`config.mk`:
```
export PLATFORM = sky130hd
export DESIGN_NAME = block_ram_to_fifo
export DESIGN_NICKNAME = d
export VERILOG_FILES = /design/src/rtl/fifo_ram_pkg.sv /design/src/rtl/ring_address_pointer.sv /design/src/rtl/block_ram_to_fifo.sv
export SDC_FILE = /design/constraint.sdc
export NUM_CORES = 1
export LEC_CHECK = 0
export CAP_MARGIN = 30
export CORE_UTILIZATION = 43
export CTS_CLUSTER_DIAMETER = 120
export DETAILED_ROUTE_END_ITERATION = 12
export PLACE_DENSITY = 0.91
export SETUP_SLACK_MARGIN = 0.15
export SYNTH_ARGS = -nofsm -noshare
export SYNTH_HDL_FRONTEND = slang
export SYNTH_SLANG_ARGS = --single-unit
```
`constraint.sdc`:
```
create_clock -name Clock -period 2.78 [get_ports Clock]
set_input_delay 0.556 -clock Clock [delete_from_list [all_inputs] [get_ports Clock]]
set_output_delay 0.556 -clock Clock [all_outputs]
set_load 0.02 [all_outputs]
```
`src/rtl/fifo_ram_pkg.sv`:
```
`timescale 1ns/1ps
`default_nettype none
// ============================================================================
//  Module      : fifo_ram_pkg
//  Description : Shared types and ring-address helpers for the FIFO-to-RAM
//                writer and the RAM-to-FIFO reader stages.
//  Revision    : 1.0 - initial release
// ============================================================================
package fifo_ram_pkg;

  // Reader sequencing states; width fixed so encodings are stable.
  typedef enum logic [1:0] {
    RD_IDLE  = 2'd0,
    RD_ISSUE = 2'd1,
    RD_WAIT  = 2'd2,
    RD_PUSH  = 2'd3
  } read_state_e;

  // Helpers work on a wide address; callers truncate to their own width.
  localparam int unsigned c_RING_ADDR_W = 32;
  typedef logic [c_RING_ADDR_W-1:0] ring_addr_t;

  // Next address in ring order, wrapping from the upper to the lower bound.
  function automatic ring_addr_t ring_next_addr(input ring_addr_t addr,
                                                input ring_addr_t lower,
                                                input ring_addr_t upper);
    ring_addr_t r;
    if (addr == upper) r = lower;
    else               r = addr + ring_addr_t'(1);
    return r;
  endfunction

  // Force an externally supplied address into the ring window.
  function automatic ring_addr_t ring_clamp_addr(input ring_addr_t addr,
                                                 input ring_addr_t lower,
                                                 input ring_addr_t upper);
    ring_addr_t r;
    if (addr > upper)      r = lower;
    else if (addr < lower) r = upper;
    else                   r = addr;
    return r;
  endfunction

endpackage
`default_nettype wire

```
`src/rtl/ring_address_pointer.sv`:
```
`timescale 1ns/1ps
`default_nettype none
// ============================================================================
//  Module      : ring_address_pointer
//  Description : Ring pointer register with wrap-increment, clamped load and
//                occupancy (Level/Empty) relative to a peer pointer.
//  Revision    : 1.0 - initial release
// ============================================================================
module ring_address_pointer
  import fifo_ram_pkg::*;
#(
  parameter int AddressWidth = 8,
  parameter int LowerBound   = 0,
  parameter int UpperBound   = 2**AddressWidth-1
) (
  input  logic                    Clock,
  input  logic                    Reset_n,
  input  logic                    i_advance,
  input  logic                    i_load,
  input  logic [AddressWidth-1:0] i_load_value,
  input  logic [AddressWidth-1:0] i_peer_pointer,
  output logic [AddressWidth-1:0] o_pointer,
  output logic [AddressWidth:0]   o_level,
  output logic                    o_empty
);

  localparam int                      c_DEPTH_I = UpperBound - LowerBound + 1;
  localparam logic [AddressWidth:0]   c_DEPTH   = c_DEPTH_I[AddressWidth:0];
  localparam logic [AddressWidth-1:0] c_LOWER   = LowerBound[AddressWidth-1:0];

  logic [AddressWidth-1:0] r_pointer;
  logic [AddressWidth-1:0] w_next;
  logic [AddressWidth-1:0] w_clamped;
  logic [AddressWidth:0]   w_peer_ext;
  logic [AddressWidth:0]   w_ptr_ext;

  assign w_next    = AddressWidth'(ring_next_addr(ring_addr_t'(r_pointer),
                                                  ring_addr_t'(LowerBound),
                                                  ring_addr_t'(UpperBound)));
  assign w_clamped = AddressWidth'(ring_clamp_addr(ring_addr_t'(i_load_value),
                                                   ring_addr_t'(LowerBound),
                                                   ring_addr_t'(UpperBound)));

  // Pointer register: a load beats an advance, reset parks at the ring start.
  always_ff @(posedge Clock or negedge Reset_n) begin
    if (!Reset_n)       r_pointer <= c_LOWER;
    else if (i_load)    r_pointer <= w_clamped;
    else if (i_advance) r_pointer <= w_next;
  end

  // Words between this pointer and the peer, modulo the ring depth.
  always_comb begin
    w_peer_ext = {1'b0, i_peer_pointer};
    w_ptr_ext  = {1'b0, r_pointer};
    if (w_peer_ext >= w_ptr_ext) o_level = w_peer_ext - w_ptr_ext;
    else                         o_level = w_peer_ext + c_DEPTH - w_ptr_ext;
  end

  assign o_pointer = r_pointer;
  assign o_empty   = (r_pointer == i_peer_pointer);

endmodule
`default_nettype wire

```
`src/rtl/block_ram_to_fifo.sv`:
```
`timescale 1ns/1ps
`default_nettype none
// ============================================================================
//  Module      : block_ram_to_fifo
//  Description : Drains a block-RAM ring buffer through RAM port B into the
//                write port of an output FIFO, one word per read sequence.
//  Revision    : 1.0 - initial release
// ============================================================================
module block_ram_to_fifo
  import fifo_ram_pkg::*;
#(
  parameter int DataWidth    = 8,
  parameter int AddressWidth = 8,
  parameter int LowerBound   = 0,
  parameter int UpperBound   = 2**AddressWidth-1,
  parameter int ReadLatency  = 1
) (
  input  logic                    Clock,
  input  logic                    Reset_n,
  input  logic [AddressWidth-1:0] WritePointer,
  input  logic                    SetReadPointer,
  input  logic [AddressWidth-1:0] ReadPointerIn,
  output logic [AddressWidth-1:0] ReadPointer,
  output logic [AddressWidth:0]   Level,
  output logic                    Empty,
  output logic                    RAM_clkb,
  output logic                    RAM_enb,
  output logic [AddressWidth-1:0] RAM_addrb,
  input  logic [DataWidth-1:0]    RAM_doutb,
  output logic                    FIFO_wr_clk,
  output logic                    FIFO_wr_en,
  output logic [DataWidth-1:0]    FIFO_din,
  input  logic                    FIFO_full
);

  // Last value of the wait counter before the RAM data is valid.
  localparam logic [1:0] c_WAIT_LAST = 2'(ReadLatency - 1);

  read_state_e          r_state;
  read_state_e          w_next_state;
  logic [1:0]           r_wait_cnt;
  logic [DataWidth-1:0] r_holding;
  logic                 w_wait_done;
  logic                 w_load;
  logic                 w_advance;
  logic                 w_empty;

  assign w_wait_done = (r_wait_cnt == c_WAIT_LAST);
  // Pointer loads and new reads are only considered while idle.
  assign w_load      = (r_state == RD_IDLE) && SetReadPointer;
  assign w_advance   = (r_state == RD_PUSH) && !FIFO_full;

  ring_address_pointer #(
    .AddressWidth (AddressWidth),
    .LowerBound   (LowerBound),
    .UpperBound   (UpperBound)
  ) u_read_pointer (
    .Clock          (Clock),
    .Reset_n        (Reset_n),
    .i_advance      (w_advance),
    .i_load         (w_load),
    .i_load_value   (ReadPointerIn),
    .i_peer_pointer (WritePointer),
    .o_pointer      (ReadPointer),
    .o_level        (Level),
    .o_empty        (w_empty)
  );

  // State register.
  always_ff @(posedge Clock or negedge Reset_n) begin
    if (!Reset_n) r_state <= RD_IDLE;
    else          r_state <= w_next_state;
  end

  // Next-state logic: pointer load takes priority over starting a read.
  always_comb begin
    w_next_state = r_state;
    case (r_state)
      RD_IDLE:  if (!SetReadPointer && !w_empty) w_next_state = RD_ISSUE;
      RD_ISSUE: w_next_state = RD_WAIT;
      RD_WAIT:  if (w_wait_done) w_next_state = RD_PUSH;
      RD_PUSH:  if (!FIFO_full) w_next_state = RD_IDLE;
      default:  w_next_state = RD_IDLE;
    endcase
  end

  // Count read-latency cycles and capture RAM data on the last one.
  always_ff @(posedge Clock or negedge Reset_n) begin
    if (!Reset_n) begin
      r_wait_cnt <= 2'd0;
      r_holding  <= '0;
    end else if (r_state == RD_WAIT) begin
      if (w_wait_done) begin
        r_wait_cnt <= 2'd0;
        r_holding  <= RAM_doutb;
      end else begin
        r_wait_cnt <= r_wait_cnt + 2'd1;
      end
    end
  end

  // Moore-decoded strobes; the FIFO strobe is gated by backpressure.
  always_comb begin
    RAM_enb    = (r_state == RD_ISSUE);
    FIFO_wr_en = (r_state == RD_PUSH) && !FIFO_full;
  end

  assign FIFO_din    = r_holding;
  assign RAM_addrb   = ReadPointer;
  assign Empty       = w_empty;
  assign RAM_clkb    = Clock;
  assign FIFO_wr_clk = Clock;

endmodule
`default_nettype wire

```
# Word-level counts from Yosys, hierarchy flattened

Cells that the tools add are included.

Input port bits: 28
Register bits: 20

Magnitude comparators: 1
Reductions and logical operators: 11
Muxes and demuxes: 9
Equality and inequality tests: 8
$add $sub $neg: 5

Operators with widths:

| operator                                                                | count |
|---|---|
| 8-bit two-way mux                                                       | 3 |
| 8-bit by 9-bit adder with 9-bit output, second input constant           | 1 |
| 9-bit two-way mux                                                       | 1 |
| 8-bit by 8-bit subtractor with 9-bit output                             | 1 |
| 9-bit by 8-bit subtractor with 9-bit output                             | 1 |
| 8-bit by 1-bit adder with 8-bit output, second input constant           | 1 |
| 8-bit == test                                                           | 1 |
| 8-bit == test, second input constant                                    | 1 |
| 8-bit greater-or-equal comparator                                       | 1 |
| 2-bit two-way mux                                                       | 4 |
| 2-bit case mux with 4 select lines                                      | 1 |
| 2-bit == test, second input constant                                    | 2 |
| 2-bit zero test                                                         | 2 |
| 2-bit inequality test, second input constant                            | 2 |
| 1-bit logical AND                                                       | 3 |
| 1-bit zero test                                                         | 3 |
| 3-bit AND reduction                                                     | 1 |
| 2-bit by 1-bit adder with 2-bit output, second input constant           | 1 |
| 2-bit by 1-bit == test with 1-bit output, second input constant         | 1 |
| 2-bit by 1-bit inequality test with 1-bit output, second input constant | 1 |
| 2-bit AND reduction                                                     | 1 |
| 2-bit nonzero test                                                      | 1 |

# Depth between registers and ports, before layout

Depth after elaboration: 5
Gate-level depth with buffers: 8
Depth with buffers taken out: 8

# By module

From an unflattened synthesis, not the netlist that was laid out.

Cells, all modules: 170
Area, all modules: 1560.2 um^2

Modules (own cells, without submodules):

| module               | cells each | area an instance (um^2) | times used |
|---|---|---|---|
| ring_address_pointer | 116        | 920.9                   | 1 |
| block_ram_to_fifo    | 54         | 639.4                   | 1 |

==> flow_metrics.tcl <==
set metrics [dict create \
    port_buffers 65 \
    fp.dieW_um 62.6 \
    finalClockSkew_ns 0.00425 \
    worst_pin_slew_ns 0.445 \
    met3_usage_pct 6.39 \
    synthAdderAreaFrac_pct 14.0 \
    clk_pin_slew_worst_paths_ns 0.11 \
    path_class "reg -> out" \
    final_common_cell "clkdlybuf4s50_1" \
    slowest_delay_ns 0.46 \
    place.gp.congestion 0.836 \
    area.growth.synth_to_final_pct 74.6 \
    cts_hold_buf 0 \
    period_needed_ns 3.07 \
    grt_max_degree 21 \
    synthCells 168 \
    slew_violations 0 \
    fin_util_pct 80.7 \
    synthMuxAreaShare_pct 8.01 \
    gr-usage-met2_pct 45.1 \
    startpoint_type "flop" \
    power_per_cell_area_nw_per_um2 1310 \
    yosysTopAreaCell "dfrtp_1" \
    yosysSeqAreaShare_pct 31.7 \
    synth_xor_area_share_pct 4.44 \
    nNetsFinal 320 \
    die-area_um2 3920 \
    grt_overflow_total 0 \
    min_period_over_period_pct 110 \
    synth_top_family_by_area "simple AND/OR/NAND/NOR gates" \
    grt.busiest_layer "met2" \
    cp_data_required_time_ns 2.22 \
    grt_pass1_wl_um 8180 \
    worstPathCellList "ha_4, fa_2, nor2b_2, o211ai_1, nand3_1, mux2_4, a221oi_4, buf_6" \
    setup_viol 3 \
    drc 0 \
    r2r_slack_ns 0.54 \
    synthTopCellsByArea "dfrtp_1 32%, ha_1 13%, mux2_2 5.7%, buf_4 4.8%, xnor2_1 4.4%" \
    synth_cell_type_count 42 \
    grt_pass1_vias 1766 \
    yosysTopAreaCellShare_pct 31.7 \
    drtAntennaViolNets 0 \
    yosys.area_share.simple_pct 18.2 \
    worstSetupEndpointType "output pin" \
    avgSynthCellArea_um2 9.39 \
    hold_violations 0 \
    rsz0062_at_grt "yes" \
    postLayoutSetupSlackWorst_ns -0.289 \
    clkLatencyLatePin_ns 0.41 \
    wl_per_cell_um 17.1 \
    drt_iter0_markers 117 \
    arrival_ns 2.51 \
    use_met1_pct 31.5 \
    num_io_pins 66 \
    synth.cell_area_um2 1580 \
    hold_class "in -> async" \
    synth_nets 213 \
    row_count 21 \
    slew_headroom_pct 70.2 \
    tns_ns -0.691 \
    failed_checks "setup timing" \
    initial_core_util_pct 46.2 \
    layout-drive-gt1-share_pct 35.0 \
    fin_area_um2 2760 \
    synth-compound-area-share_pct 14.7 \
    crit_path_max_fanout 4 \
    n_antenna_cell 0 \
    antenna_found_initial 0 \
    cts_tree "yes" \
    die_h_um 62.6 \
    grt_usage_pct 27.1 \
    outcome "finished, violations left" \
    place_hpwl_um 3640 \
    fmax_mhz 326 \
    ir_drop_mv 0.906 \
    ys_seq_elements 20 \
    dr.pass1.iters 4 \
    viasPerCell 5.34 \
    vias 1710 \
    final_cell_mix "49 x clkdlybuf4s50_1, 44 x buf_4, 20 x dfrtp_1" \
    yosysWarningCount 0 \
    placed_area_um2 2480 \
    routed_wl_um 5480 \
    power_leakage_nw 1.27 \
    crit_slowest_cell "dfrtp_1" \
    maxCapViolations 0 \
    coreArea_um2 3420 \
    dp_slack_ns -0.941 \
]
-- flip-flops by register name, indices dropped and copies added, names as in the netlist --
name	cells
r_state	2
u_read_pointer.o_pointer	8
r_wait_cnt	2
FIFO_din	8
-- cells in the mapped netlist, drive strengths merged --
library cell  number
o21a               1
xnor2              8
fa                 1
a221o              2
nor2              10
and4               1
o41ai              1
nand3              4
clkbuf             1
o21ai             13
nand2b             3
and3               4
o31a               1
mux2              10
a21o               3
mux2i              1
inv               17
and2               1
ha                16
a21oi              6
nand2             14
nand4bb            1
nor3b              2
nand3b             1
a22oi              1
nor2b              3
a221oi             1
nor3               3
dfrtp             20
buf               10
nand4              4
o211ai             3
a31oi              1
-- power breakdown --
group | switching, mW | leakage [nW] | total [mW] | internal, mW
Clock | 0.163 | 0.0569 | 0.400 | 0.237
Combinational | 1.36 | 0.969 | 2.70 | 1.34
Sequential | 0.0844 | 0.243 | 0.508 | 0.423
Total | 1.60 | 1.27 | 3.61 | 2.00
-- kinds of logic after synthesis --
logic type	after synthesis
XOR/XNOR	8
buffers and inverters	28
AND/OR/NAND/NOR	51
adder cells (fa/ha/maj)	17
AO/OA/AOI/OAI	33
flip-flops	20
multiplexers	11
-- worst paths after layout --
path / startpoint / end / depth (start not counted)
max: u_read_pointer.o_pointer[0] / Level[8] / 8
min: Reset_n / FIFO_din[4] / 2
max reg2reg: u_read_pointer.o_pointer[5] / r_state[1] / 11
min reg2reg: FIFO_din[1] / FIFO_din[1] / 1
max in group asynchronous: Reset_n / FIFO_din[5] / 2
min in group Clock: FIFO_din[1] / FIFO_din[1] / 1
-- per-stage QoR --
step                hold WS, ns  total power [mW]  cells
finish                    0.461              3.61    320
global route              0.464              3.80    320
CTS                       0.458              3.40    316
detailed placement        0.494              2.96    302
global placement          0.486              2.88    302
floorplan                 0.260              1.89    168
-- cell type report --
class                   count  area [um2]
well taps                  46        57.6
fillers                   202         661
multi-input cells         120        1070
flip-flops and latches     20         500
inverters                  17        66.3
repair buffers            107         958
clock inverters             1        30.0
clock buffers               9        70.1
-- what timing repair did --
| action | CTS | global route |
|---|---|---|
| setup buffers | 6 | 4 |
| endpoints found under the setup margin | 11 | 8 |
| pin swaps | 13 | 14 |
| gates resized for setup | 66 | 18 |
| cloned | 0 | 0 |
-- metal layers --
metal,routed length (um),part of all wire (%)
met4,235,4.3
met1,2120,39
met3,296,5.4
met2,2820,52
met5,0,0
-- critical path: cells and delay by family, from the launching register on --
kind	cells	cell delay (ns)
adders and majority gates	2	0.39
muxes	1	0.30
AOI/OAI and AO/OA	2	0.64
and+or+nand+nor	2	0.17
DFF	1	0.46
buffers and inverters	1	0.15
No activity file was read; power rests on OpenSTA's default activity.
